===== src/rtl/imem_loader_pkg.sv =====
// ---------------------------------------------------------------------------
// imem_loader_pkg
//   Shared definitions for the instruction-memory loader: FSM state encoding,
//   word geometry and reset constants.
// ---------------------------------------------------------------------------
package imem_loader_pkg;

    localparam int WORD_W         = 32;
    localparam int BYTES_PER_WORD = 4;
    localparam int BYTE_IDX_W     = 2;

    // Loader FSM encoding. Plain constants keep the encoding visible to
    // legacy tooling that probes the state register directly.
    typedef logic [2:0] state_t;

    localparam state_t ST_IDLE   = 3'd0;
    localparam state_t ST_CNT_HI = 3'd1;
    localparam state_t ST_CNT_LO = 3'd2;
    localparam state_t ST_DATA   = 3'd3;
    localparam state_t ST_CSUM   = 3'd4;
    localparam state_t ST_DONE   = 3'd5;

    localparam logic [7:0]  CSUM_RST  = 8'h00;
    localparam logic [15:0] COUNT_RST = 16'h0000;

    // A load is in progress in every state that consumes stream bytes.
    function automatic logic state_is_busy(input state_t s);
        return (s == ST_CNT_HI) || (s == ST_CNT_LO) ||
               (s == ST_DATA)   || (s == ST_CSUM);
    endfunction

endpackage


===== src/rtl/imem_loader_if.sv =====
// ---------------------------------------------------------------------------
// imem_loader_if
//   Bundles the loader's stream input, memory-write output and status.
//   slave  : loader side (consumes the stream, drives writes and status)
//   master : host/testbench side
//   Signals:
//     start      single-cycle load request
//     in_data    stream byte, in_valid/in_ready handshake
//     out_we     single-cycle instruction-memory write strobe
//     out_addr   word address (zero-extended to 32 bits)
//     out_wdata  word to write
//     out_busy   load in progress, out_hold mirrors it for the fetch stall
//     out_done   last load finished, out_err checksum mismatch on that load
// ---------------------------------------------------------------------------
interface imem_loader_if #(
    parameter int WORD_W = 32
);
    logic              start;
    logic [7:0]        in_data;
    logic              in_valid;
    logic              in_ready;
    logic              out_we;
    logic [31:0]       out_addr;
    logic [WORD_W-1:0] out_wdata;
    logic              out_busy;
    logic              out_hold;
    logic              out_done;
    logic              out_err;

    modport slave (
        input  start, in_data, in_valid,
        output in_ready, out_we, out_addr, out_wdata,
               out_busy, out_hold, out_done, out_err
    );

    modport master (
        output start, in_data, in_valid,
        input  in_ready, out_we, out_addr, out_wdata,
               out_busy, out_hold, out_done, out_err
    );
endinterface


===== src/rtl/imem_loader_word_assembler.sv =====
// ---------------------------------------------------------------------------
// loader_word_assembler
//   Packs accepted stream bytes big-endian into words. The first byte of a
//   word lands in the most significant position.
//   Ports:
//     clk, rst_n      clock, async active-low reset
//     clear           restart assembly at byte 0 (new load)
//     byte_valid      byte_in is accepted this cycle
//     byte_in         stream byte
//     word            assembled word, valid while word_complete=1
//     word_complete   the byte accepted this cycle finishes a word
// ---------------------------------------------------------------------------
module loader_word_assembler #(
    parameter int WORD_W = 32
) (
    input  logic              clk,
    input  logic              rst_n,
    input  logic              clear,
    input  logic              byte_valid,
    input  logic [7:0]        byte_in,
    output logic [WORD_W-1:0] word,
    output logic              word_complete
);

    localparam int BYTES = WORD_W / 8;
    localparam int IDX_W = $clog2(BYTES);

    // Only the leading BYTES-1 bytes are stored; the final byte is taken
    // straight from the input so the word is ready on its accepting edge.
    logic [WORD_W-9:0] shift_q;
    logic [IDX_W-1:0]  idx_q;

    logic last_byte;
    assign last_byte = (idx_q == IDX_W'(BYTES - 1));

    // NOTE: registers are updated with non-blocking assignments so every
    // flop samples the pre-edge values, independent of statement order.
    always_ff @(posedge clk or negedge rst_n) begin
        if (!rst_n) begin
            shift_q <= '0;
            idx_q   <= '0;
        end else if (clear) begin
            shift_q <= '0;
            idx_q   <= '0;
        end else if (byte_valid) begin
            shift_q <= {shift_q[WORD_W-17:0], byte_in};
            idx_q   <= last_byte ? '0 : idx_q + 1'b1;
        end
    end

    assign word          = {shift_q, byte_in};
    assign word_complete = byte_valid && last_byte;

endmodule


===== src/rtl/imem_loader.sv =====
// ---------------------------------------------------------------------------
// imem_loader
//   Fills instruction memory from a length-prefixed, XOR-checksummed byte
//   stream: count_hi, count_lo, 4*N data bytes (MSB first), checksum byte.
//   One write per word at consecutive word addresses from 0, issued the cycle
//   after the word's last byte is accepted. Fetch is held while loading.
//   Ports:
//     clk     clock
//     rst_n   async active-low reset
//     bus     imem_loader_if.slave (stream in, memory write out, status)
//   Parameters:
//     ADDR_W  word-address width (memory depth 2^ADDR_W, addresses wrap)
//     WORD_W  instruction width
// ---------------------------------------------------------------------------
module imem_loader
    import imem_loader_pkg::*;
#(
    parameter int ADDR_W = 16,
    parameter int WORD_W = imem_loader_pkg::WORD_W
) (
    input  logic          clk,
    input  logic          rst_n,
    imem_loader_if.slave  bus
);

    state_t state_q, state_d;

    logic [15:0]       words_left_q;   // count bytes, then words still to write
    logic [7:0]        csum_q;         // running XOR of count and data bytes
    logic [ADDR_W-1:0] addr_q;
    logic              we_q;
    logic [WORD_W-1:0] wdata_q;
    logic              done_q;
    logic              err_q;

    logic              busy;
    logic              accept;
    logic              start_ok;
    logic              data_byte;
    logic [WORD_W-1:0] asm_word;
    logic              asm_complete;
    logic [15:0]       count_full;

    assign busy      = state_is_busy(state_q);
    assign accept    = bus.in_valid && busy;
    assign start_ok  = bus.start && !busy;
    assign data_byte = accept && (state_q == ST_DATA);

    // Word count as it stands when count_lo is on the bus.
    assign count_full = {words_left_q[15:8], bus.in_data};

    loader_word_assembler #(
        .WORD_W (WORD_W)
    ) u_asm (
        .clk           (clk),
        .rst_n         (rst_n),
        .clear         (start_ok),
        .byte_valid    (data_byte),
        .byte_in       (bus.in_data),
        .word          (asm_word),
        .word_complete (asm_complete)
    );

    // ---------------------------------------------------------------- FSM
    // NOTE: state_d gets a default before the case so no path leaves it
    // unassigned, which would otherwise infer a latch.
    always_comb begin
        state_d = state_q;
        case (state_q)
            ST_IDLE, ST_DONE: begin
                if (start_ok) state_d = ST_CNT_HI;
            end
            ST_CNT_HI: begin
                if (accept) state_d = ST_CNT_LO;
            end
            ST_CNT_LO: begin
                if (accept) state_d = (count_full == 16'd0) ? ST_CSUM : ST_DATA;
            end
            ST_DATA: begin
                if (asm_complete && (words_left_q == 16'd1)) state_d = ST_CSUM;
            end
            ST_CSUM: begin
                if (accept) state_d = ST_DONE;
            end
            default: state_d = ST_IDLE;
        endcase
    end

    always_ff @(posedge clk or negedge rst_n) begin
        if (!rst_n) begin
            state_q <= ST_IDLE;
        end else begin
            state_q <= state_d;
        end
    end

    // ------------------------------------------------- count and checksum
    always_ff @(posedge clk or negedge rst_n) begin
        if (!rst_n) begin
            words_left_q <= COUNT_RST;
            csum_q       <= CSUM_RST;
        end else if (start_ok) begin
            words_left_q <= COUNT_RST;
            csum_q       <= CSUM_RST;
        end else begin
            if (accept && (state_q == ST_CNT_HI)) begin
                words_left_q <= {bus.in_data, 8'h00};
            end else if (accept && (state_q == ST_CNT_LO)) begin
                words_left_q <= count_full;
            end else if (asm_complete) begin
                words_left_q <= words_left_q - 16'd1;
            end

            // The checksum byte itself is compared, not folded in.
            if (accept && (state_q != ST_CSUM)) begin
                csum_q <= csum_q ^ bus.in_data;
            end
        end
    end

    // ------------------------------------------------------ memory writes
    // The address counter steps after each write strobe, so during a strobe
    // it holds that word's index; it wraps modulo 2^ADDR_W.
    always_ff @(posedge clk or negedge rst_n) begin
        if (!rst_n) begin
            we_q    <= 1'b0;
            wdata_q <= '0;
            addr_q  <= '0;
        end else begin
            we_q <= asm_complete;
            if (asm_complete) begin
                wdata_q <= asm_word;
            end

            if (start_ok) begin
                addr_q <= '0;
            end else if (we_q) begin
                addr_q <= addr_q + 1'b1;
            end
        end
    end

    // ------------------------------------------------------------- status
    always_ff @(posedge clk or negedge rst_n) begin
        if (!rst_n) begin
            done_q <= 1'b0;
            err_q  <= 1'b0;
        end else if (start_ok) begin
            done_q <= 1'b0;
            err_q  <= 1'b0;
        end else if (accept && (state_q == ST_CSUM)) begin
            done_q <= 1'b1;
            err_q  <= (bus.in_data != csum_q);
        end
    end

    assign bus.in_ready  = busy;
    assign bus.out_we    = we_q;
    assign bus.out_addr  = 32'(addr_q);
    assign bus.out_wdata = wdata_q;
    assign bus.out_busy  = busy;
    assign bus.out_hold  = busy;
    assign bus.out_done  = done_q;
    assign bus.out_err   = err_q;

endmodule


===== src/flat_wrapper.sv =====
// flat-port wrapper written by rule: the top's interface ports become plain ports
module imem_loader_flat import imem_loader_pkg::*;
#(
    parameter int ADDR_W = 16,
    parameter int WORD_W = imem_loader_pkg::WORD_W
)
  (clk, rst_n, bus_start, bus_in_data, bus_in_valid, bus_in_ready, bus_out_we, bus_out_addr, bus_out_wdata, bus_out_busy, bus_out_hold, bus_out_done, bus_out_err);
  imem_loader_if #(.WORD_W(WORD_W)) bus_i ();
  input  logic clk;
  input  logic rst_n;
  input wire logic [$bits(bus_i.start)-1:0] bus_start;
  input wire logic [$bits(bus_i.in_data)-1:0] bus_in_data;
  input wire logic [$bits(bus_i.in_valid)-1:0] bus_in_valid;
  output wire logic [$bits(bus_i.in_ready)-1:0] bus_in_ready;
  output wire logic [$bits(bus_i.out_we)-1:0] bus_out_we;
  output wire logic [$bits(bus_i.out_addr)-1:0] bus_out_addr;
  output wire logic [$bits(bus_i.out_wdata)-1:0] bus_out_wdata;
  output wire logic [$bits(bus_i.out_busy)-1:0] bus_out_busy;
  output wire logic [$bits(bus_i.out_hold)-1:0] bus_out_hold;
  output wire logic [$bits(bus_i.out_done)-1:0] bus_out_done;
  output wire logic [$bits(bus_i.out_err)-1:0] bus_out_err;
  assign bus_i.start = bus_start;
  assign bus_i.in_data = bus_in_data;
  assign bus_i.in_valid = bus_in_valid;
  assign bus_in_ready = bus_i.in_ready;
  assign bus_out_we = bus_i.out_we;
  assign bus_out_addr = bus_i.out_addr;
  assign bus_out_wdata = bus_i.out_wdata;
  assign bus_out_busy = bus_i.out_busy;
  assign bus_out_hold = bus_i.out_hold;
  assign bus_out_done = bus_i.out_done;
  assign bus_out_err = bus_i.out_err;
  imem_loader #(.ADDR_W(ADDR_W), .WORD_W(WORD_W)) u_core (.clk(clk), .rst_n(rst_n), .bus(bus_i));
endmodule

===== config.mk =====
export PLATFORM = sky130hd
export DESIGN_NAME = imem_loader_flat
export DESIGN_NICKNAME = d
export VERILOG_FILES = /design/src/rtl/imem_loader_pkg.sv /design/src/rtl/imem_loader_if.sv /design/src/rtl/imem_loader_word_assembler.sv /design/src/rtl/imem_loader.sv /design/src/flat_wrapper.sv
export SDC_FILE = /design/constraint.sdc
export NUM_CORES = 1
export LEC_CHECK = 0
export ABC_AREA = 0
export CAP_MARGIN = 20
export CORE_MARGIN = 8
export CORE_UTILIZATION = 49
export DETAILED_ROUTE_END_ITERATION = 10
export GPL_ROUTABILITY_DRIVEN = 1
export PLACE_DENSITY = 0.82
export SLEW_MARGIN = 40
export SYNTH_ARGS = -nofsm -noshare
export SYNTH_HDL_FRONTEND = slang
export SYNTH_HIERARCHICAL = 1
export SYNTH_SLANG_ARGS = --single-unit

===== constraint.sdc =====
create_clock -name clk -period 2.47 [get_ports clk]
set_input_delay 0.247 -clock clk [delete_from_list [all_inputs] [get_ports clk]]
set_output_delay 0.247 -clock clk [all_outputs]
set_load 0.03 [all_outputs]

## After elaboration in Yosys (flattened, before gate mapping)

Cells that the tools add are included.

- Add/subtract/negate cells: 3
- Equality and inequality tests: 15
- Muxes and demuxes: 24
- Bitwise logic cells: 1
- Reduce and logical (&&, ||, !) cells: 24

Operators with widths:

| kind | count |
|---|---|
| 16-bit two-way mux | 6 |
| 24-bit two-way mux | 2 |
| 3-bit two-way mux | 6 |
| 16-bit by 1-bit adder with 16-bit output (second input constant) | 1 |
| 16-bit by 1-bit == test with 1-bit output (second input constant) | 1 |
| 16-bit logical NOT | 1 |
| 8-bit two-way mux | 2 |
| 16-bit by 1-bit subtractor with 16-bit output (second input constant) | 1 |
| 3-bit case mux with 5 select lines | 1 |
| 1-bit logical AND | 9 |
| 2-bit by 1-bit != test with 1-bit output (second input constant) | 4 |
| 8-bit != test | 1 |
| 2-bit nonzero test | 4 |
| 8-bit XOR | 1 |
| 3-bit by 2-bit == test with 1-bit output (second input constant) | 2 |
| 3-bit == test (second input constant) | 2 |
| 2-bit two-way mux | 3 |
| 5-bit AND reduction | 1 |
| 1-bit two-way mux | 4 |
| 4-bit nonzero test | 1 |
| 3-bit by 1-bit == test with 1-bit output (second input constant) | 1 |
| 3-bit logical NOT | 1 |
| 1-bit logical OR | 3 |
| 3-bit by 1-bit != test with 1-bit output (second input constant) | 1 |
| 8 further kinds | 8 |

- Flip-flop bits (word level): 104
- Input port bits: 12
- Output and inout port bits: 70
- Logic and storage cells: 78

## Logic depth before layout (Yosys ltp)

- Word-level depth: 11
- Depth in mapped cells: 12
- Mapped depth without buffers: 8

## Cells and area by module

The synthesis kept the hierarchy.

Modules (own cells, without submodules):

| module | instances | cells each | area an instance (um^2) | sequential area each (um^2) |
|---|---|---|---|---|
| imem_loader | 1 | 379 | 3985.1 | 1951.9 |
| loader_word_assembler | 1 | 94 | 1153.6 | 650.6 |

## Worst setup path after synthesis

No wires, ideal clock.

- Path type: reg-to-reg
- From: register u_core.state_q[2]
- To: register u_core.wdata_q[14], in the netlist u_core/bus.out_wdata[14]
- Library setup time: 125 ps
- Arrival: 2304 ps
- Data required time: 2345 ps
- Setup slack: 41 ps
- Stages on the path, launching flop included: 9
- Buffers on the path: 4
- Period minus slack after synthesis: 2429 ps
- Cells stage by stage: dfrtp_1 > nand2b_1 > nor2_1 > buf_6 > buf_12 > and2_1 > clkbuf_1 > buf_1 > mux2_2

- Longest elaborated chain between the ends: 7
- Elaborated cells between the ends (all ways): 10
- Those cells by class: eq/ne (4); reduce/logical (6)

RTL lines:

| item | line | source |
|---|---|---|
| start, declared | imem_loader.sv:26 | `state_t state_q, state_d;` |
| start signal, assigned | imem_loader.sv:93 | `state_q <= state_d;` |
| 3-bit by 1-bit == test with 1-bit output or 3-bit by 2-bit == test with 1-bit output (tied branches) | imem_loader_pkg.sv:28 | `return (s == ST_CNT_HI) \|\| (s == ST_CNT_LO) \|\|` |
| 1-bit logical OR (2 in a row) | imem_loader_pkg.sv:28 |  |
| 1-bit logical OR | imem_loader_pkg.sv:29 | `(s == ST_DATA) \|\| (s == ST_CSUM);` |
| 1-bit logical AND | imem_loader.sv:45 | `assign accept = bus.in_valid && busy;` |
| 1-bit logical AND * | imem_loader.sv:47 | `assign data_byte = accept && (state_q == ST_DATA);` |
| net u_core.data_byte | imem_loader.sv:39 | `logic data_byte;` |
| 1-bit logical AND * | imem_loader_word_assembler.sv:52 | `assign word_complete = byte_valid && last_byte;` |
| net u_core.asm_complete | imem_loader.sv:41 | `logic asm_complete;` |
| end signal, assigned | imem_loader.sv:132 | `wdata_q <= asm_word;` |
| end, declared | imem_loader.sv:32 | `logic [WORD_W-1:0] wdata_q;` |

Mark *: on every way through the listed nets, which the timed path passes. The rest lies on a longest branch.
A chain may end at the register's enable or synchronous reset.

## Worst setup path after layout

- From: register u_core.state_q[1]
- To: output port bus_in_ready

- Longest elaborated chain between the ends: 4
- Elaborated cells between the ends (all ways): 7
- Those cells by class: eq/ne (4); reduce/logical (3)

RTL lines:

| item | line | source |
|---|---|---|
| 3-bit by 1-bit == test with 1-bit output or 3-bit by 2-bit == test with 1-bit output (tied branches) | imem_loader_pkg.sv:28 |  |
| 1-bit logical OR (2 in a row) | imem_loader_pkg.sv:28 |  |
| 1-bit logical OR * | imem_loader_pkg.sv:29 |  |
| end, declared | flat_wrapper.sv:14 | `output wire logic [$bits(bus_i.in_ready)-1:0] bus_in_ready;` |

Mark *: on every way between the ends. The rest lies on a longest branch, timed or not.

==> results.sh <==
export IMPL_outcome="finished clean"
export IMPL_final_max_slew_viol_count=0
export IMPL_path_delay_family="buffers and inverters"
export IMPL_seq_area_frac_synth=0.506
export IMPL_dpl_worst_slack_ps=142
export IMPL_wl_met3_um=719
export IMPL_drc_errors=0
export IMPL_num_vias=3759
export IMPL_n_antenna_cell=0
export IMPL_rsz0062_at_grt="no"
export IMPL_grt_pass1_vias=3808
export IMPL_hold_viol=0
export IMPL_grt_pass1_wl_um=19100
export IMPL_firstDrtPassIters=5
export IMPL_critical_path_max_stage_delay_ps=710
export IMPL_syn_cell_area_mm2=0.00514
export IMPL_drive_above_1_share=0.158
export IMPL_die_h_um=118
export IMPL_p_leak_nw=2.75
export IMPL_crit_arrival_ps=2050
export IMPL_ys_warn_count=6
export IMPL_drt_iter0_drc=300
export IMPL_fmax_ghz=0.436
export IMPL_synth_edf_count=0
export IMPL_grt_overflow=0
export IMPL_top_layer="met4"
export IMPL_nets=556
export IMPL_place_hpwl_um=7880
export IMPL_drv_cap=0
export IMPL_wirelength_met1_um=5230
export IMPL_cp_depth=3
export IMPL_ys_types=61
export IMPL_place_port_buffers=65
export IMPL_worst_slack_ps=176
export IMPL_drt_total_wl_um=11500
export IMPL_die_w_um=118
export IMPL_worst_ep_required_time_ps=2220
export IMPL_clock_root_buffer="clkbuf_8"
export IMPL_irDropWorstVdd_v=0.000617
export IMPL_post_cts_buffers=0
export IMPL_worstMarginPinSlew_ps=603
export IMPL_hold_path_class="in -> async"
export IMPL_antenna_found_initial=0
export IMPL_max_slew_margin_rel=0.597
export IMPL_clk_pin_slew_ps=100
export IMPL_synth_cells=473
export IMPL_setup_violations_final=0
export IMPL_io_pins=82
export IMPL_synthArstFlopShare=1.00
export IMPL_synth_ff_type="dfrtp_1"
export IMPL_htreeDepth=3
export IMPL_ys_ff_latch=104
export IMPL_ant_nets=0
export IMPL_viasPerCell=5.52
export IMPL_clk_path_buf_depth=2
export IMPL_initial_core_util=0.500
export IMPL_cpMaxStageDelayCell="clkdlybuf4s50_1"
export IMPL_core_area_mm2=0.0103
export IMPL_clk_latency_ps=370
export IMPL_wl_met2_um=5420
export IMPL_cts_sinks=104
export IMPL_period_minus_slack_ps=2290
export IMPL_crit_chain="nor2_4 > xnor2_1 > clkdlybuf4s50_1"
export IMPL_crit_type="reg -> out"
export IMPL_path_buf_inv=1
export IMPL_reg2regPathDepth=9
export IMPL_routedWlPerCell_um=17.0
export IMPL_die_area_mm2=0.0140
export IMPL_rrSetupSlack_ps=290
export IMPL_syn_avg_cell_area_um2=10.9
export IMPL_crit_path_start_kind="flop"
export IMPL_cp_end_kind="output port"
export IMPL_gp_congestion=0.927
export IMPL_grt_usage=0.165
export IMPL_placementRows=37
export IMPL_final_cell_mix="104 x dfrtp_1, 64 x clkdlybuf4s50_1, 62 x nor2_1"
export IMPL_cts_tree="done"
export IMPL_cts_made_buffers=9
export IMPL_setup_tns_ps=0
export IMPL_fin_worst_skew_ps=13.0
export IMPL_finalCritPeriodShare=0.929
export IMPL_area_delta_synth_final_pct=18.2
export IMPL_p_per_area_mw_per_mm2=1040
export IMPL_cp_max_fo=10
export IMPL_grt_max_degree=105
export IMPL_layout_commonest_cell="dfrtp_1"
## flip-flops by register name (all words and copies together), names as in the netlist
name,cells
u_core/bus.out_wdata,32
u_core/u_asm/shift_q,24
u_core/addr_q,16
u_core/words_left_q,16
u_core/csum_q,8
u_core/state_q,3
u_core/u_asm/idx_q,2
u_core/bus.out_done,1
u_core/bus.out_err,1
u_core/bus.out_we,1
## final timing paths
path / from / to
worst max-delay path: u_core/state_q[1] / bus_in_ready
worst min-delay path: rst_n / u_core/bus.out_wdata[4]
worst max register to register: u_core/state_q[1] / u_core/words_left_q[4]
worst min register to register: u_core/bus.out_done / u_core/bus.out_done
max in group asynchronous: rst_n / u_core/bus.out_done
min in group clk: u_core/bus.out_done / u_core/bus.out_done
## cells by family (layout without fill, tap and decap cells)
logic type               Yosys count  after routing  share of synthesized area
adder cells (fa/ha/maj)            4              4                    0.00974
other                              1             16                   0.000730
multiplexers                      59             59                      0.123
AND/OR/NAND/NOR                  158            158                      0.149
flip-flops                       104            104                      0.506
XOR/XNOR                          32             32                     0.0545
AO/OA/AOI/OAI                     64             64                     0.0884
buffers and inverters             51            108                     0.0679
## Yosys cell counts (all sizes together) (2+ instances only)
master | count | area [um2]
o2bb2ai | 5 | 43.8
nor3 | 9 | 45.0
nor2b | 4 | 25.0
nor4b | 2 | 17.5
nor2 | 65 | 249
nand2 | 35 | 134
and2 | 2 | 12.5
or2 | 3 | 18.8
buf | 40 | 308
mux2i | 27 | 270
or3 | 2 | 12.5
nor4 | 11 | 90.1
xor2 | 27 | 236
a22o | 5 | 45.0
nor3b | 2 | 15.0
a21oi | 11 | 58.8
a22oi | 2 | 15.0
or2b | 2 | 17.5
nand3 | 5 | 25.0
ha | 4 | 50.1
xnor2 | 5 | 43.8
o21ai | 17 | 85.1
nand2b | 6 | 40.0
o22ai | 4 | 25.0
inv | 6 | 22.5
dfrtp | 104 | 2600
nand4 | 4 | 25.0
o32ai | 2 | 17.5
mux2 | 32 | 360
clkbuf | 5 | 18.8
o41ai | 5 | 43.8
and3 | 5 | 32.5
## what timing repair did
item / 4_1_cts / 5_1_grt
endpoints found under the setup margin: 0 / 3
resized for setup: 0 / 1
hold endpoints to repair: 104 / 0
hold buffers: 1 / 0
## worst min-delay path: cells and delay by family
family | cells | cell delay, ps
buffers and inverters | 3 | 1030
## layer usage
layer	GRT usage	vias to the layer above
met5	0	-
met4	0.0656	0
met3	0.0466	16
met2	0.257	131
met1	0.213	1871
li1	-	1741
## per-stage QoR
step	std cells	utilization	hold WS [ps]	instance area [um2]	power, mW
CTS	681	0.590	495	6070	6.29
global placement	664	0.571	354	5870	5.14
floorplan	488	-	-48.6	5190	4.48
finish	681	0.591	463	6070	6.29
global route	681	0.591	522	6070	6.68
detailed placement	664	0.571	357	5870	5.27
## layout make-up
cell class | count | area [um2]
clock buffers | 10 | 138
clock inverters | 6 | 50.0
fillers | 877 | 4200
inverters | 6 | 22.5
multi-input cells | 333 | 2270
flip-flops and latches | 104 | 2600
well taps | 136 | 170
repair buffers | 86 | 821
## power by group
part | internal [mW] | switching (mW) | total, mW
Combinational | 1.17 | 1.59 | 2.76
Clock | 0.407 | 0.601 | 1.01
Sequential | 2.12 | 0.406 | 2.53
No activity file was read; power rests on OpenSTA's default activity.
